--- src/rtl/pixie_dp_front_end.sv ---
// CDP1861-style front end: line/frame timing, INT/EFx/DMA-out requests and framebuffer capture.
// CPU outputs and framebuffer writes are registered (1 clk); no backpressure, acks beyond 8 per line are dropped.
module pixie_dp_front_end #(
  parameter int MC_PER_LINE        = 14,
  parameter int LINES_PER_FRAME    = 262,
  parameter int FIRST_DISPLAY_LINE = 80,
  parameter int DISPLAY_LINES      = 128,
  parameter int INT_LINES          = 2,
  parameter int EFX_LINES          = 4,
  parameter int DMA_START_MC       = 3
) (
  input  logic       clk,
  input  logic       reset,
  input  logic       mc_tick,
  input  logic       disp_on,
  input  logic       disp_off,
  input  logic       dma_ack,
  input  logic [7:0] data_in,
  output logic       dma_out_n,
  output logic       int_n,
  output logic       efx_n,
  output logic       fb_wr_en,
  output logic [9:0] fb_addr,
  output logic [7:0] fb_data,
  output logic [8:0] line_count
);

  localparam logic [3:0] MC_LAST       = 4'(MC_PER_LINE - 1);
  localparam logic [3:0] DMA_FIRST     = 4'(DMA_START_MC);
  localparam logic [3:0] DMA_LAST      = 4'(DMA_START_MC + 7);
  localparam logic [8:0] LINE_LAST     = 9'(LINES_PER_FRAME - 1);
  localparam logic [8:0] DISP_FIRST    = 9'(FIRST_DISPLAY_LINE);
  localparam logic [8:0] DISP_LAST     = 9'(FIRST_DISPLAY_LINE + DISPLAY_LINES - 1);
  localparam logic [8:0] INT_FIRST     = 9'(FIRST_DISPLAY_LINE - INT_LINES);
  localparam logic [8:0] EFX_TOP_FIRST = 9'(FIRST_DISPLAY_LINE - EFX_LINES);
  localparam logic [8:0] EFX_BOT_FIRST = 9'(FIRST_DISPLAY_LINE + DISPLAY_LINES - EFX_LINES);

  logic [3:0] mc_count;
  logic [3:0] byte_idx;
  logic       enabled;
  logic       line_enabled;
  logic       line_wrap;
  logic       display_line;
  logic       in_int;
  logic       in_efx;
  logic       in_dma;
  logic       ack_ok;
  logic [6:0] row;

  always_comb begin
    line_wrap    = mc_tick && (mc_count == MC_LAST);
    display_line = (line_count >= DISP_FIRST) && (line_count <= DISP_LAST);
    in_int       = (line_count >= INT_FIRST) && (line_count < DISP_FIRST);
    in_efx       = ((line_count >= EFX_TOP_FIRST) && (line_count < DISP_FIRST)) ||
                   ((line_count >= EFX_BOT_FIRST) && (line_count <= DISP_LAST));
    in_dma       = (mc_count >= DMA_FIRST) && (mc_count <= DMA_LAST);
    // byte_idx saturates at 8, so bit 3 alone marks a full line
    ack_ok       = dma_ack && line_enabled && display_line && !byte_idx[3];
    row          = 7'(line_count - DISP_FIRST);
  end

  always_ff @(posedge clk) begin
    if (reset) begin
      mc_count     <= '0;
      line_count   <= '0;
      enabled      <= 1'b0;
      line_enabled <= 1'b0;
      byte_idx     <= '0;
      dma_out_n    <= 1'b1;
      int_n        <= 1'b1;
      efx_n        <= 1'b1;
      fb_wr_en     <= 1'b0;
      fb_addr      <= '0;
      fb_data      <= '0;
    end else begin
      if (mc_tick)
        mc_count <= line_wrap ? 4'd0 : mc_count + 4'd1;
      if (line_wrap) begin
        line_count   <= (line_count == LINE_LAST) ? 9'd0 : line_count + 9'd1;
        line_enabled <= enabled;
      end

      if (disp_off)
        enabled <= 1'b0;
      else if (disp_on)
        enabled <= 1'b1;

      // a boundary ack still uses the old byte_idx above, then the line restarts
      if (line_wrap)
        byte_idx <= '0;
      else if (ack_ok)
        byte_idx <= byte_idx + 4'd1;

      dma_out_n <= !(line_enabled && display_line && in_dma);
      int_n     <= !(line_enabled && in_int);
      efx_n     <= !in_efx;

      fb_wr_en <= ack_ok;
      if (ack_ok) begin
        fb_addr <= {row, byte_idx[2:0]};
        fb_data <= data_in;
      end
    end
  end

endmodule

--- config.mk ---
export PLATFORM = sky130hd
export DESIGN_NAME = pixie_dp_front_end
export DESIGN_NICKNAME = d
export VERILOG_FILES = /design/src/rtl/pixie_dp_front_end.sv
export SDC_FILE = /design/constraint.sdc
export NUM_CORES = 1
export LEC_CHECK = 0
export ABC_AREA = 1
export BUFFER_PORTS_ARGS = -buffer_cell sky130_fd_sc_hd__clkbuf_2
export CAP_MARGIN = 40
export CELL_PAD_IN_SITES_DETAIL_PLACEMENT = 1
export CELL_PAD_IN_SITES_GLOBAL_PLACEMENT = 2
export CORE_ASPECT_RATIO = 0.5
export CORE_MARGIN = 2
export CORE_UTILIZATION = 27
export DETAILED_ROUTE_END_ITERATION = 8
export GPL_ROUTABILITY_DRIVEN = 1
export PLACE_DENSITY_LB_ADDON = 0.08
export SETUP_SLACK_MARGIN = 0.4
export SLEW_MARGIN = 0
export SYNTH_ARGS = -nofsm -noshare
export SYNTH_HDL_FRONTEND = slang
export SYNTH_SLANG_ARGS = --single-unit
--- constraint.sdc ---
create_clock -name clk -period 1.5 [get_ports clk]
set_input_delay 0.225 -clock clk [delete_from_list [all_inputs] [get_ports clk]]
set_output_delay 0.225 -clock clk [all_outputs]
set_load 0.02 [all_outputs]
==> metrics.md, run 1 <==
| Metric | Value |
|---|---|
| CP Launch Type | register |
| Initial antenna violation count | 0 |
| Final HPWL DP | 4.68 mm |
| Syn avg cell area | 7.67 sq um |
| Critical path required time | 1.71 ns |
| Global Route Usage Sum | 16.8% |
| Mapped Cells | 258 |
| Setup TNS | -1.36 ns |
| Post-synth cell types | 28 |
| PwrDens | 696 nW/um^2 |
| ANT cells | 0 |
| DR iter-0 viols | 74 |
| H-tree levels | 2 |
| Input/output buffers | 44 |
| Drt drc | 0 |
| Commonest cells in the synthesized netlist | nand2_1, dfxtp_1, inv_1, nor2_1, nand4_1 |
| Vias in the first global route | 2082 |
| GP Congestion | 0.848 |
| Nets | 380 |
| Crit path time final | 1.61 ns |
| Layout cells sized above 1 | 53.9% |
| Cell area after synthesis | 1980 sq um |
| Critical Path AT | 1.82 ns |
| Placed cell areas | 2560 sq um |
| WL final | 7.34 mm |
| Via density | 4.75 |
| Root Driver | clkbuf_16 |
| Top Ports | 45 |
| Overflow after GRT | 0 |
| Fin crit share | 107% |
| Core ar. | 6880 sq um |
| Fin area | 3420 sq um |
| Final hold violation count | 0 |
| Final antenna-violating net count | 0 |
| FF+latch count, synth | 41 |
| Pin count of the biggest net entering global routing | 23 |
| Leading cell type by number of instances after synthesis | nand2_1 |
| Num Clock Sinks | 41 |
| Cell row count | 21 |
| Clock latency on the worst-skew pair | 0.29 ns |
| Sequential share of the synthesized area | 41.5% |
| Mapped Nets | 283 |
| First-pass GRT wire length | 10.6 mm |
| Setup-failing EPs final | 23 |
| Filler instances | 819 |
| Async set or reset register ratio after synthesis | 0% |
| Synth area leaders | dfxtp_1, nand2_1, nand4_1 |
| Post-synth top area share | 41.5% |
| Synth area leader | dfxtp_1 |
| Worst rel slew slack | 64.8% |
| Skew final | 0.00728 ns |
| Slew Limit Fails | 0 |
| Peak supply drop | 0.383 mV |
| Die Width | 125 um |
| Detailed Routing Iterations Pass 1 | 4 |
| Max_cap viols | 0 |
| Inserted Clock Buffers | 5 |
| Failing checks | setup timing |
| Area delta synth->final | 72.8% |
| CTS tree | yes |
| Die height | 64.5 um |
| Outcome | complete, but fails checks |
| Worst-path clk slew | 0.06 ns |
| Crit. End Element | register |
| Initial core utilization | 28.8% |
| F_max | 623 MHz |
| Count of flip-flops with a built-in enable after synthesis | 0 |
| Slew @ Worst Pin | 0.527 ns |
| RSZ-0062 raised after global routing | true |
| Yosys warning total | 0 |
| LEAKAGE | 0.00140 uW |
| Dominant synthesized flop cell | dfxtp_1 |
| Max Root-Sink Buffers | 2 |
| Crit path kind | register to register |
| Die ar. | 8070 sq um |
| WL/cell | 16.4 um |
| Setup ws final | -0.105 ns |
| Hold buffers post-CTS | 0 |
| Total number of vias | 2128 |
| CP Max Fanout | 9 |
| Min-delay worst type | input port to register |
sequential cells by signal (all words and copies together), names as in the netlist:
signal        flops
fb_wr_en          1
fb_data           8
line_enabled      1
efx_n             1
dma_out_n         1
line_count        9
int_n             1
mc_count          4
byte_idx          4
fb_addr          10
enabled           1
cell type report:
| class | instances | area [sq um] | area share, % |
|---|---|---|---|
| multi-input cells | 177 | 1300 | 38.0 |
| repair buffers | 102 | 890 | 26.0 |
| flip-flops and latches | 41 | 852 | 24.9 |
| clock buffers | 6 | 139 | 4.06 |
| well taps | 92 | 115 | 3.37 |
| inverters | 28 | 110 | 3.22 |
| clock inverters | 2 | 13.8 | 0.402 |
placed cells by master, fill, tap and decap left out, types with 3 or more instances in the layout:
cell	netlist	routed
nor3_1	6	4
nor2_2	1	9
nand2_2	1	16
dfxtp_4	0	7
buf_6	1	15
nand3_1	9	5
xnor2_1	3	3
ha_4	0	5
nand3_4	1	6
nor2_4	0	3
nand4_1	25	25
o21ai_2	0	5
inv_1	26	16
buf_8	0	11
xor2_1	4	4
dfxtp_2	0	4
a21oi_1	23	20
nor2_1	26	15
dfxtp_1	41	30
buf_4	6	34
clkbuf_16	0	8
a21oi_2	0	3
ha_1	11	6
nand2_1	48	31
clkbuf_2	0	37
inv_2	2	10
per-stage QoR:
stage,utilization (%),power (uW),worst slack (ns),hold WS [ns],cells
floorplan,-,1170,-0.0667,0.287,258
global placement,37.2,1230,-0.0904,0.392,417
detailed placement,37.2,1230,-0.139,0.395,417
CTS,43.6,2360,-0.0613,0.0911,437
global route,49.7,2460,-0.221,0.0855,448
finish,49.7,2380,-0.105,0.0898,448
report_power, final:
group          internal, uW  switching, uW
Clock                   663            480
Combinational          60.1           83.8
Sequential             1090           7.28
Total                  1810            571
kinds of logic (layout without fill, tap and decap cells):
family	Yosys count	after routing	share of synthesized area (%)
xor+xnor	7	7	3.10
compound gates	35	35	9.73
simple gates	121	124	28.8
flops	41	41	41.5
fa+ha+maj	11	11	6.95
buf+inv	43	138	9.99
final timing paths:
path,start,end,slack [ns],cells past startpoint
worst max-delay path,line_count[5],fb_addr[5],-0.11,10
worst min-delay path,disp_off,enabled,0.09,2
worst max register to register,line_count[5],fb_addr[5],-0.11,10
worst min register to register,line_enabled,int_n,0.42,1
what timing repair did:
| item | CTS | global route |
|---|---|---|
| pin swaps | 6 | 46 |
| setup buffers | 10 | 7 |
| cloned | 2 | 4 |
| setup endpoints to repair | 48 | 49 |
| hold endpoints to repair | 0 | 0 |
| gates resized for setup | 50 | 82 |
layer usage:
layer  vias up  global-route usage [%]  routed length [um]
li1       1058                       -                   -
met1      1029                    23.6                3680
met2        34                    26.2                3360
met3         7                    4.21                 240
met4         0                    3.33                  57
met5         -                       0                   0
worst max-delay path, stage by stage (launching register included):
cell and delay [ns]:
dfxtp_4 0.36, inv_4 0.08, ha_4 0.12, nand3_2 0.05
nor2_1 0.08, nand2_1 0.09, a21oi_4 0.18, buf_12 0.16
buf_8 0.14, nand4_1 0.09, a21oi_1 0.18
No activity file was read; power rests on OpenSTA's default activity.
==> inputs of run 2 (changes only) <==
--- a/config.mk
+++ b/config.mk
@@ -15,8 +15,10 @@
 export CORE_UTILIZATION = 27
 export DETAILED_ROUTE_END_ITERATION = 8
 export GPL_ROUTABILITY_DRIVEN = 1
+export MAX_ROUTING_LAYER = met4
 export PLACE_DENSITY_LB_ADDON = 0.08
 export SETUP_SLACK_MARGIN = 0.4
+export SKIP_LAST_GASP = 1
 export SLEW_MARGIN = 0
 export SYNTH_ARGS = -nofsm -noshare
 export SYNTH_HDL_FRONTEND = slang
==> run 2 against run 1 <==
Against the previous run:
- non-clock buffer count decreased by 2
- largest power group unchanged
- via count is 1.8% lower
- register-to-register slack barely moved
- largest cell class unchanged
- clock skew rose by 0.00058 ns
- the run still ends with setup timing left
- final area down 4.1%
==> metrics.md, run 2 (same netlist as run 1, synthesis figures left out) <==
| Metric | Value |
|---|---|
| Via density | 4.68 |
| Final hold slack | 0.0906 ns |
| Most frequent cells in the layout | clkbuf_2, nand2_1, buf_4, dfxtp_1, nand4_1 |
| Skew final | 0.00786 ns |
| Outcome | complete, but fails checks |
| Max reg flops | 10 |
| Min-delay worst type | input port to register |
| Global Route Usage Sum | 17.2% |
| Top Ports | 45 |
| Core ar. | 6880 sq um |
| Die Width | 125 um |
| Nets | 378 |
| Final antenna-violating net count | 0 |
| LEAKAGE | 0.00137 uW |
| Hold Path Origin | disp_off |
| CP peak stage delay | 0.36 ns |
| Reg-to-reg critical path startpoint | line_count[5] |
| RSZ-0062 raised after global routing | true |
| Peak supply drop | 0.392 mV |
| Critical-path cell list | inv_4, ha_4, nand3_2, nor2_1, nand2_1, a21oi_4, buf_12, buf_8, nand4_1, a21oi_1 |
| Inserted Clock Buffers | 5 |
| Crit-path slowest cell | dfxtp_4 |
| Initial antenna violation count | 0 |
| Core Util, Final | 47.6% |
| Layout cells sized above 1 | 49.7% |
| Worst-path clk slew | 0.06 ns |
| Final HPWL DP | 4.68 mm |
| Largest Register | fb_addr |
| Crit. End Element | register |
| Placed Cells | 417 |
| Input/output buffers | 44 |
| Drt drc | 0 |
| Slew Limit Fails | 0 |
| Die height | 64.5 um |
| Crit path kind | register to register |
| Cell row count | 21 |
| CP Max Fanout | 9 |
| Root Driver | clkbuf_16 |
| Fin crit share | 107% |
| Final hold violation count | 0 |
| H-tree levels | 2 |
| GP Congestion | 0.861 |
| Die ar. | 8070 sq um |
| Clock latency on the worst-skew pair | 0.29 ns |
| Setup TNS | -1.48 ns |
| ANT cells | 0 |
| Area delta synth->final | 65.6% |
| Max_cap viols | 0 |
| WL/cell | 15.8 um |
| Max Root-Sink Buffers | 2 |
| Initial core utilization | 28.8% |
| Worst Setup SP | line_count[5] |
| Pin count of the biggest net entering global routing | 23 |
| Setup ws final | -0.0991 ns |
| Crit path time final | 1.60 ns |
| F_max | 625 MHz |
| Setup-failing EPs final | 24 |
| Total number of vias | 2089 |
| Commonest non-fill, non-tap cell in the layout | clkbuf_2 |
| Critical Path AT | 1.81 ns |
| Failing checks | setup timing |
| Slew @ Worst Pin | 0.527 ns |
| Critical path required time | 1.71 ns |
| WL final | 7.03 mm |
| Num Clock Sinks | 41 |
| Post-Layout Cell Count | 446 |
| Vias in the first global route | 2075 |
| DR iter-0 viols | 80 |
| CTS tree | yes |
| Detailed Routing Iterations Pass 1 | 4 |
| First-pass GRT wire length | 10.6 mm |
| PwrDens | 714 nW/um^2 |
| Largest regs | fb_addr x10, line_count x9, fb_data x8 |
| Overflow after GRT | 0 |
| CP Launch Type | register |
| DP Worst Slack | -0.139 ns |
| Worst rel slew slack | 64.8% |
==> run 2: layout make-up <==
type                       count  area [sq um]
clock inverter                 2          13.8
clock buffer                   6           139
inverter                      28           114
multi-input combinational    177          1190
fill                         836          3610
timing repair buffer         100           858
sequential                    41           850
tap                           92           115
==> run 2: through the flow <==
stage | total power (uW) | area (sq um)
2_1_floorplan | 1170 | 2050
3_3_place_gp | 1230 | 2560
3_5_place_dp | 1230 | 2560
4_1_cts | 2360 | 2990
5_1_grt | 2420 | 3280
6_report | 2340 | 3280
==> run 2: critical path: cells and delay by family, from the launching register on <==
family | cells | cell delay, ns
adder cells (fa/ha/maj) | 1 | 0.13
AO/OA/AOI/OAI | 2 | 0.35
flip-flops | 1 | 0.36
buffers and inverters | 3 | 0.38
AND/OR/NAND/NOR | 4 | 0.31
==> run 2: power by group <==
part	switching [uW]	internal, uW	total, uW	leakage, uW
Clock	470	663	1130	0.0000768
Sequential	7.07	1090	1090	0.000338
Combinational	69.7	43.9	114	0.000957
==> run 2: routing by layer <==
layer	global-route usage [%]	part of all wire, %	up-vias
met5	-	0	-
met4	3.33	0.85	0
met3	4.13	3.9	7
met2	26.2	42	42
met1	23.6	53	988
li1	-	-	1052
==> run 2: final timing paths <==
check	to	slack (ns)	cells past startpoint
worst max register to register	fb_addr[5]	-0.1	10
worst min-delay path	enabled	0.09	2
worst max-delay path	fb_addr[5]	-0.1	10
worst min register to register	int_n	0.42	1
==> run 2: timing repair <==
item                                    CTS  global route
endpoints found under the setup margin   48            49
buffers inserted                         10             5
pin swaps                                 6            36
resized for setup                        47            55
hold buffers                              0             0
gates cloned                              2             4
==> inputs of run 3 (changes only) <==
--- a/config.mk
+++ b/config.mk
@@ -12,7 +12,7 @@
 export CELL_PAD_IN_SITES_GLOBAL_PLACEMENT = 2
 export CORE_ASPECT_RATIO = 0.5
 export CORE_MARGIN = 2
-export CORE_UTILIZATION = 27
+export CORE_UTILIZATION = 32
 export DETAILED_ROUTE_END_ITERATION = 8
 export GPL_ROUTABILITY_DRIVEN = 1
 export MAX_ROUTING_LAYER = met4
==> constraint.sdc (replaced) <==
create_clock -name clk -period 2.02 [get_ports clk]
set_input_delay 0.303 -clock clk [delete_from_list [all_inputs] [get_ports clk]]
set_output_delay 0.303 -clock clk [all_outputs]
set_load 0.02 [all_outputs]
==> run 3 against run 2 <==
Against the previous run:
- the flow now finishes without violations
- global-route usage up 3.2 points
- sequential power decreased by 25%
- clock skew is 0.0034 ns lower
- utilization increased by 0.20 points
- final area is 12% lower
- combinational power decreased by 38%
- worst hold slack better by 0.087 ns
- via count is 4.6% lower
- register-to-register slack better by 0.45 ns
- sequential share of layout area up 3.4 points
- flip-flop and latch count is the same
- clock-buffer cell count down 1
- highest routed layer unchanged
==> metrics.md, run 3 (same netlist as run 1, synthesis figures left out) <==
| Metric | Value |
|---|---|
| Critical path required time | 2.23 ns |
| Layout cells sized above 1 | 37.5% |
| CP Launch Type | register |
| Worst path buffer plus inverter count | 4 |
| CTS tree | yes |
| Max_cap viols | 0 |
| F_max | 599 MHz |
| Commonest non-fill, non-tap cell in the layout | clkbuf_2 |
| WL/cell | 15.9 um |
| Area delta synth->final | 45.7% |
| Setup-failing EPs final | 0 |
| Core ar. | 6030 sq um |
| Met1 usage | 27.4% |
| Cell row count | 20 |
| Clock latency on the worst-skew pair | 0.29 ns |
| Most frequent cells in the layout | clkbuf_2, nand2_1, dfxtp_1, nand4_1, inv_1 |
| Inserted Clock Buffers | 5 |
| Total number of vias | 1993 |
| Setup TNS | 0 ns |
| RSZ-0062 raised after global routing | true |
| Initial core utilization | 32.8% |
| CP Max Fanout | 5 |
| Final HPWL DP | 4.03 mm |
| Placed Cells | 384 |
| Vias in the first global route | 1965 |
| Crit path max-delay family | buffers and inverters |
| Outcome | completed |
| Skew final | 0.00442 ns |
| Met3 GRT Util | 5.52% |
| Most used cell, CP | buf_4 |
| Worst reg-to-reg setup slack | 0.35 ns |
| Slew Limit Fails | 0 |
| Final hold violation count | 0 |
| Top Ports | 45 |
| Crit path time final | 1.67 ns |
| Die ar. | 6870 sq um |
| DR iter-0 viols | 115 |
| Via density | 4.79 |
| Input/output buffers | 44 |
| Largest Register | fb_addr |
| PwrDens | 616 nW/um^2 |
| Most Crowded Layer GR | met2 |
| Pwr Total | 1780 uW |
| Drt drc | 0 |
| Critical Path AT | 1.88 ns |
| Max Root-Sink Buffers | 2 |
| First-pass GRT wire length | 10.2 mm |
| Die height | 59.6 um |
| Crit-path slowest cell | dfxtp_4 |
| Worst-path clk slew | 0.06 ns |
| Max reg flops | 10 |
| Critical-path cell list | clkinvlp_4, buf_6, buf_4, buf_4, ha_1, xnor2_1, nand4_1, a21oi_1 |
| Die Width | 115 um |
| Crit. End Element | register |
| Min-delay worst type | input port to register |
| Detailed Routing Iterations Pass 1 | 4 |
| Largest regs | fb_addr x10, line_count x9, fb_data x8 |
| Overflow after GRT | 0 |
| Pin count of the biggest net entering global routing | 23 |
| Peak supply drop | 0.318 mV |
| Global Route Usage Sum | 20.4% |
| Final antenna-violating net count | 0 |
| H-tree levels | 2 |
| Post-Layout Cell Count | 416 |
| Met2 usage | 31.1% |
| ANT cells | 0 |
| Num Clock Sinks | 41 |
| Nets | 353 |
| Final hold slack | 0.178 ns |
| Slew @ Worst Pin | 0.329 ns |
| GP Congestion | 0.848 |
| Filler instances | 737 |
| WL final | 6.63 mm |
| Crit path kind | register to register |
| Worst rel slew slack | 77.9% |
| Core Util, Final | 47.8% |
| Hold buffers post-CTS | 0 |
| Initial antenna violation count | 0 |
| LEAKAGE | 0.00119 uW |
| CP peak stage delay | 0.40 ns |
| Root Driver | clkbuf_16 |
| Fin crit share | 82.7% |
-- run 3: what timing repair did --
| item | 4_1_cts | 5_1_grt |
|---|---|---|
| pin swaps | 6 | 28 |
| buffers inserted | 10 | 9 |
| resized for setup | 20 | 35 |
| cloned | 5 | 1 |
| endpoints found under the setup margin | 32 | 33 |
-- run 3: power breakdown --
part	leakage [uW]	total [uW]	internal, uW	switching (uW)
Clock	0.0000797	891	574	318
Sequential	0.000337	814	808	6.42
Combinational	0.000777	71.1	26.2	44.9
-- run 3: cell type report --
type,instances,area (sq um),area share (%)
clock buffer,5,125,4.34
clock inverter,2,35.0,1.21
inverter,28,111,3.86
multi-input combinational,178,1130,39.2
sequential,41,846,29.3
tap,88,110,3.82
timing repair buffer,74,526,18.2
-- run 3: metrics by stage --
step / cell area (sq um) / worst slack [ns]
floorplan: 1990 / 0.406
global placement: 2290 / 0.114
detailed placement: 2290 / 0.0724
CTS: 2670 / 0.374
global route: 2880 / 0.229
finish: 2880 / 0.350
-- run 3: worst paths after layout --
check | startpoint | endpoint | cells after the start
worst max-delay path | line_count[4] | fb_addr[9] | 8
worst min register to register | line_enabled | int_n | 1
worst max register to register | line_count[4] | fb_addr[9] | 8
worst min-delay path | disp_off | enabled | 2
-- run 3: worst reg2reg max path, stage by stage (launching register included) --
cell        delay (ns)
dfxtp_4           0.40
clkinvlp_4        0.15
buf_6             0.15
buf_4             0.12
buf_4             0.13
ha_1              0.20
xnor2_1           0.19
nand4_1           0.12
a21oi_1           0.14
-- run 3: metal layers --
layer	vias to the layer above	wire, um
li1	1003	-
met1	951	3390
met2	30	2970
met3	9	206
met4	0	65
met5	-	0
